===== config.mk =====
export PLATFORM = sky130hd
export DESIGN_NAME = bsg_manycore_array_reset_sequencer
export DESIGN_NICKNAME = d
export VERILOG_FILES = /design/src/rtl/bsg_manycore_array_reset_sequencer.sv
export SDC_FILE = /design/constraint.sdc
export NUM_CORES = 1
export LEC_CHECK = 0
export CORE_ASPECT_RATIO = 0.8
export CORE_UTILIZATION = 45
export CTS_CLUSTER_DIAMETER = 120
export CTS_CLUSTER_SIZE = 14
export DETAILED_ROUTE_END_ITERATION = 10
export PLACE_DENSITY = 0.84
export SLEW_MARGIN = 15
export SYNTH_ARGS = -nofsm -noshare
export SYNTH_HDL_FRONTEND = slang
export SYNTH_SLANG_ARGS = --single-unit

===== constraint.sdc =====
create_clock -name clk_i -period 5.1 [get_ports clk_i]
set_clock_uncertainty 0.15 [all_clocks]
set_input_delay 1.02 -clock clk_i [delete_from_list [all_inputs] [get_ports clk_i]]
set_output_delay 1.02 -clock clk_i [all_outputs]
set_load 0.02 [all_outputs]

===== src/rtl/bsg_manycore_array_reset_sequencer.sv =====
// ---------------------------------------------------------------------------
// bsg_manycore_array_reset_sequencer
//
// Brings up one compute subarray. On a start command it latches the pod and
// offset coordinates and drives the per-column global X/Y seeds into the top
// row of the tile array. It holds every column in reset while the seeds
// settle, then releases the column resets one at a time, in order
// 0..N-1. Spreading the releases out bounds the wake-up current that flows
// when many tiles leave reset together.
//
// Parameters:
//   subarray_num_tiles_x_p  columns driven (>= 1)
//   num_tiles_x_p           pod width in tiles (sets the X subcoord width)
//   num_tiles_y_p           pod height in tiles (sets the Y subcoord width)
//   pod_x/y_cord_width_p    pod coordinate field widths
//   settle_cycles_p         cycles of stable seeds before column 0 (>= 1)
//   stagger_cycles_p        cycles between successive releases (>= 1)
//
// Ports:
//   clk_i, reset_n_i        clock, asynchronous active-low reset
//   start_v_i/start_ready_o start handshake (ready is combinational)
//   pod_x_i, pod_y_i        pod coordinates, sampled on accept
//   x_offset_i, y_offset_i  subcoords of column 0 / top row, sampled on accept
//   abort_i                 back to idle and reassert every column reset
//   reset_o                 per-column tile reset, active-high
//   global_x_o, global_y_o  per-column coordinate seeds
//   done_o                  every column released
// ---------------------------------------------------------------------------
module bsg_manycore_array_reset_sequencer #(
  parameter int subarray_num_tiles_x_p = 4,
  parameter int num_tiles_x_p          = 16,
  parameter int num_tiles_y_p          = 8,
  parameter int pod_x_cord_width_p     = 3,
  parameter int pod_y_cord_width_p     = 4,
  parameter int settle_cycles_p        = 3,
  parameter int stagger_cycles_p       = 2,
  localparam int x_subcord_width_lp    = (num_tiles_x_p <= 1) ? 1 : $clog2(num_tiles_x_p),
  localparam int y_subcord_width_lp    = (num_tiles_y_p <= 1) ? 1 : $clog2(num_tiles_y_p),
  localparam int x_cord_width_p        = pod_x_cord_width_p + x_subcord_width_lp,
  localparam int y_cord_width_p        = pod_y_cord_width_p + y_subcord_width_lp
) (
  input  logic                                                   clk_i,
  input  logic                                                   reset_n_i,
  input  logic                                                   start_v_i,
  output logic                                                   start_ready_o,
  input  logic [pod_x_cord_width_p-1:0]                          pod_x_i,
  input  logic [pod_y_cord_width_p-1:0]                          pod_y_i,
  input  logic [x_subcord_width_lp-1:0]                          x_offset_i,
  input  logic [y_subcord_width_lp-1:0]                          y_offset_i,
  input  logic                                                   abort_i,
  output logic [subarray_num_tiles_x_p-1:0]                      reset_o,
  output logic [subarray_num_tiles_x_p-1:0][x_cord_width_p-1:0]  global_x_o,
  output logic [subarray_num_tiles_x_p-1:0][y_cord_width_p-1:0]  global_y_o,
  output logic                                                   done_o
);

  localparam int max_wait_lp     = (settle_cycles_p > stagger_cycles_p) ? settle_cycles_p
                                                                        : stagger_cycles_p;
  localparam int cnt_width_lp    = ((max_wait_lp + 1) <= 1) ? 1 : $clog2(max_wait_lp + 1);
  localparam int col_width_lp    = (subarray_num_tiles_x_p <= 1) ? 1
                                                                 : $clog2(subarray_num_tiles_x_p);

  localparam logic [cnt_width_lp-1:0] settle_load_lp  = cnt_width_lp'(settle_cycles_p - 1);
  localparam logic [cnt_width_lp-1:0] stagger_load_lp = cnt_width_lp'(stagger_cycles_p - 1);
  localparam logic [col_width_lp-1:0] last_col_lp     = col_width_lp'(subarray_num_tiles_x_p - 1);
  localparam bit                      single_col_lp   = (subarray_num_tiles_x_p == 1);

  typedef enum logic [1:0] {
    e_idle,
    e_settle,
    e_release,
    e_done
  } state_e;

  state_e                                                 state_q;
  logic [cnt_width_lp-1:0]                                cnt_q;
  logic [col_width_lp-1:0]                                col_q;
  logic [subarray_num_tiles_x_p-1:0]                      reset_q;
  logic                                                   done_q;
  logic [subarray_num_tiles_x_p-1:0][x_cord_width_p-1:0]  global_x_q;
  logic [subarray_num_tiles_x_p-1:0][y_cord_width_p-1:0]  global_y_q;

  // Seeds captured on accept. The X subcoord wraps inside its own field so a
  // column past the pod edge never carries into the pod X field.
  logic [subarray_num_tiles_x_p-1:0][x_cord_width_p-1:0]  global_x_d;
  logic [subarray_num_tiles_x_p-1:0][y_cord_width_p-1:0]  global_y_d;

  // NOTE: every output of an always_comb is given a value before any
  // conditional or loop touches it, so no latch can be inferred.
  always_comb begin
    global_x_d = '0;
    global_y_d = '0;
    for (int c = 0; c < subarray_num_tiles_x_p; c++) begin
      global_x_d[c] = {pod_x_i, x_offset_i + x_subcord_width_lp'(c)};
      global_y_d[c] = {pod_y_i, y_offset_i};
    end
  end

  // Abort is folded in here so it blocks a start in the same cycle.
  assign start_ready_o = ((state_q == e_idle) || (state_q == e_done)) && !abort_i;

  // NOTE: all state below is updated with non-blocking assignments so every
  // register samples the pre-edge value of every other register.
  always_ff @(posedge clk_i or negedge reset_n_i) begin
    if (!reset_n_i) begin
      state_q    <= e_idle;
      cnt_q      <= '0;
      col_q      <= '0;
      reset_q    <= '1;
      done_q     <= 1'b0;
      global_x_q <= '0;
      global_y_q <= '0;
    end else if (abort_i) begin
      // Seeds are left alone; only the resets and the sequence restart.
      state_q <= e_idle;
      cnt_q   <= '0;
      col_q   <= '0;
      reset_q <= '1;
      done_q  <= 1'b0;
    end else begin
      unique case (state_q)
        e_idle, e_done: begin
          if (start_v_i) begin
            state_q    <= e_settle;
            cnt_q      <= settle_load_lp;
            col_q      <= '0;
            reset_q    <= '1;
            done_q     <= 1'b0;
            global_x_q <= global_x_d;
            global_y_q <= global_y_d;
          end
        end

        e_settle: begin
          if (cnt_q == '0) begin
            reset_q[0] <= 1'b0;
            col_q      <= col_width_lp'(1);
            cnt_q      <= stagger_load_lp;
            if (single_col_lp) begin
              state_q <= e_done;
              done_q  <= 1'b1;
            end else begin
              state_q <= e_release;
            end
          end else begin
            cnt_q <= cnt_q - 1'b1;
          end
        end

        e_release: begin
          if (cnt_q == '0) begin
            // Compare rather than index so a column count that is not a
            // power of two never addresses a bit past the top of reset_q.
            for (int c = 0; c < subarray_num_tiles_x_p; c++) begin
              if (col_width_lp'(c) == col_q) begin
                reset_q[c] <= 1'b0;
              end
            end
            if (col_q == last_col_lp) begin
              state_q <= e_done;
              done_q  <= 1'b1;
            end else begin
              col_q <= col_q + 1'b1;
              cnt_q <= stagger_load_lp;
            end
          end else begin
            cnt_q <= cnt_q - 1'b1;
          end
        end

        default: begin
          state_q <= e_idle;
        end
      endcase
    end
  end

  assign reset_o    = reset_q;
  assign done_o     = done_q;
  assign global_x_o = global_x_q;
  assign global_y_o = global_y_q;

endmodule


## Yosys cells after proc, flatten, opt, wreduce, memory -nomap -nowiden

Cells that the tools add are included.

- Add/subtract/negate cells: 5
- Equality and inequality tests: 17
- Muxes and demuxes: 33
- Bitwise gates (word level): 1
- Reductions and logical operators: 17

Operator list:

| kind | count |
|---|---|
| $mux W2 | 15 |
| $reduce_and A4 Y1 | 7 |
| $ne A3 B3 Y1 const B | 9 |
| $pmux W2 S3 | 3 |
| $mux W4 | 3 |
| $mux W1 | 9 |
| $add A4 B2 Y4 const B | 2 |
| $eq A2 B2 Y1 const B | 3 |
| $logic_not A2 Y1 | 3 |
| $pmux W3 S2 | 1 |
| $add A4 B1 Y4 const B | 1 |
| $eq A2 B2 Y1 const A | 2 |
| $ne A4 B4 Y1 const B | 1 |
| $pmux W1 S3 | 1 |
| $reduce_and A3 Y1 | 1 |
| $reduce_bool A3 Y1 | 1 |
| $add A2 B1 Y2 const B | 1 |
| $eq A1 B2 Y1 const A | 1 |
| $eq A2 B1 Y1 const B | 1 |
| $pmux W1 S2 | 1 |
| $reduce_and A2 Y1 | 1 |
| $reduce_or A2 Y1 | 1 |
| $sub A2 B1 Y2 const B | 1 |
| $logic_and A1 B1 Y1 | 1 |
| 3 further kinds | 3 |

- Register bits after elaboration: 46
- Input bits: 18
- Word-level logic and storage cells: 86

## Logic depth before layout (Yosys ltp)

- Word-level depth: 5
- Depth in mapped cells: 7

## Worst setup path after synthesis

No wires, ideal clock.

- Path type: input to output
- Start: in abort_i
- End: out start_ready_o
- Arrival: 1.527 ns
- Required time: 3.930 ns
- Slack: 2.403 ns
- Cell stages on the path: 2
- Path buffers: 1
- Path through: clkbuf_1 nor2b_1

- Cells in the longest elaborated chain, start to end: 2

RTL lines:

| item | RTL line | source |
|---|---|---|
| start, declared | 50 | `input logic abort_i,` |
| $logic_not A1 Y1 | 100 | `assign start_ready_o = ((state_q == e_idle) \|\| (state_q == e_done)) && !abort_i;` |
| $logic_and A1 B1 Y1 | 100 |  |
| end, declared | 45 | `output logic start_ready_o,` |

Every way passes these cells.

## Worst setup path after layout

Same ends and word-level chain as after synthesis.

==> flow_metrics.tcl <==
set metrics [dict create \
    outcome "complete, no violations" \
    grtUsageTotal_pct 17.5 \
    grt_pass1_vias 1290 \
    synth_area_leaders "dfrtp_1 (41%), buf_4 (13%), mux2_2 (7.7%)" \
    synth_top_area_share_pct 40.6 \
    cp-start-kind "primary input" \
    coreArea_um2 3930 \
    drt-initial-drc-count 66 \
    yosysMostFrequentCell "buf_4" \
    cts-root-buf "clkbuf_8" \
    yosys_warnings 0 \
    finalCritPeriodShare_pct 72.3 \
    clock_latency_ns 0.27 \
    grt_max_degree 37 \
    rsz0062_at_grt "false" \
    async_flop_share_pct 100 \
    max_freq_mhz 271 \
    hold_buffers 0 \
    diodes 0 \
    synth_seq_area_share_pct 46.1 \
    avgViaCountPerCell 4.83 \
    drv_slew 0 \
    swShare_pct 40.9 \
    place_congestion 0.830 \
    p_switching_mw 0.753 \
    grt-ovfl-total 0 \
    fin_nets 253 \
    hold_viol 0 \
    worst_pin_slew_ns 0.762 \
    grt_pass1_wl_um 5730 \
    htreeDepth 2 \
    leakagePower_nw 1.11 \
    rrSetupSlack_ns 2.91 \
    seqPwrFrac_pct 27.8 \
    fill_cells 326 \
    internal-power_mw 1.09 \
    drive_gt1_share_pct 12.4 \
    synth_area_um2 1910 \
    area_growth_pct 36.0 \
    setup_tns_ns 0 \
    clockPowerShare_pct 11.5 \
    ys.flop_type "dfrtp_1" \
    die-area_um2 4510 \
    dp.cells 272 \
    layoutNonFillerInstCount 280 \
    drv_cap 0 \
    core.rowCount 20 \
    post-route-min-period_ns 3.69 \
    synth_edf_count 0 \
    setup_violations 0 \
    first_pass_iters 4 \
    yosysTopAreaCell "dfrtp_1" \
    dieWidth_um 74.8 \
    post_drt_wl_per_cell_um 12.7 \
    vias 1352 \
    boundaryPins 80 \
    cts_made_buffers 5 \
    wl_um 3560 \
    post_cts_resized 0 \
    antenna_found_initial 0 \
    die_h_um 60.3 \
    drc 0 \
    clock_sinks 35 \
    clkTransAtPathRegs_ns 0.06 \
    cp_data_arrival_time_ns 2.52 \
    ir_drop_mv 0.353 \
    initial_utilization_pct 48.6 \
    cts_setup_buffers 0 \
    synth-seq-cells 35 \
    postSynthAreaPerCell_um2 10.9 \
    cts_tree "done" \
    comb_power_share_pct 60.7 \
    path_class "in2out" \
    cp-end-kind "output pin" \
    ys_top_cells_by_count "buf_4 (32), dfrtp_1 (31), mux2_2 (13), nand2_1 (13), o21ai_0 (13)" \
    crit_required_ns 3.93 \
    io_buffers 79 \
    hold_class "reg2reg" \
    cp_max_fo 15 \
    ant_nets 0 \
    hpwl_um 2600 \
    synth_cell_type_count 33 \
    powerDensity_nw_per_um2 709 \
    synthCells 175 \
    synth_nets 204 \
    hold_slack_ns 0.333 \
    cts_max_path_buffers 2 \
    maxSlewHeadroom_pct 49.2 \
]
==> placed cells by master (no fill, tap or decap), types with 6 or more instances in the layout <==
cell,netlist,final
clkdlybuf4s50_1,0,78
dfrtp_1,31,31
nand2_1,13,13
o21ai_0,13,13
mux2_2,13,13
ha_1,11,11
inv_1,8,8
clkbuf_8,0,7
nand2b_1,6,6
nand3_1,6,6
==> critical path, stage by stage <==
cell and delay [ns]:
clkdlybuf4s50_1 0.66, nor2b_1 0.22, clkdlybuf4s50_1 0.62
==> power by group through the flow <==
stage / clock [mW] / sequential [mW] / combinational (mW)
after global placement: 0 / 0.509 / 1.10
after CTS: 0.220 / 0.513 / 1.12
after floorplan: 0 / 0.641 / 0.628
after detailed placement: 0 / 0.517 / 1.12
final: 0.212 / 0.511 / 1.12
after global routing: 0.233 / 0.533 / 1.19
==> kinds of logic (layout without fill, tap and decap cells) <==
| family | count (synthesis) | in the layout | share of synthesized area (%) |
|---|---|---|---|
| compound gates | 23 | 23 | 7.67 |
| buf+inv | 45 | 95 | 15.6 |
| simple gates | 39 | 39 | 11.1 |
| mux | 17 | 17 | 10.0 |
| fa+ha+maj | 11 | 11 | 7.21 |
| xor+xnor | 5 | 5 | 2.29 |
| flops | 35 | 35 | 46.1 |
==> layer usage <==
metal	routed length (um)	track usage (%)	part of all wire (%)	vias up
met1	1660	21.2	47	618
li1	-	-	-	657
met2	1540	28.7	43	71
met4	62	8.09	1.7	0
met3	293	5.23	8.2	6
met5	0	0	0	-
==> sequential cells by signal (all words and copies together), names as in the netlist <==
| register | cells |
|---|---|
| state_q | 2 |
| reset_o | 4 |
| done_o | 1 |
| global_y_o | 7 |
| cnt_q | 2 |
| global_x_o | 17 |
| col_q | 2 |
==> worst paths after layout <==
path                                     start             end  cells after the start
max in group asynchronous            reset_n_i          done_o                      1
worst min-delay path            global_x_o[15]  global_x_o[15]                      2
min in group asynchronous            reset_n_i  global_y_o[22]                      1
worst min register to register  global_x_o[15]  global_x_o[15]                      2
worst max register to register      state_q[0]  global_y_o[25]                      4
worst max-delay path                   abort_i   start_ready_o                      3
==> stage by stage <==
step	area, um^2	total power, mW	util (%)	worst slack, ns
after detailed placement	2500	1.63	63.5	1.42
after global routing	2600	1.95	66.1	1.31
after floorplan	1910	1.27	-	2.40
final	2600	1.84	66.1	1.41
after global placement	2500	1.61	63.5	1.46
after CTS	2600	1.86	66.1	1.40
==> layout make-up <==
class | count | area [um^2] | share of cell area, %
clock buffer | 8 | 100 | 3.86
timing repair buffer | 79 | 786 | 30.3
inverter | 8 | 30.0 | 1.16
sequential | 35 | 881 | 33.9
tap | 55 | 68.8 | 2.65
multi-input combinational | 95 | 731 | 28.1
(Power assumes the default switching activity.)
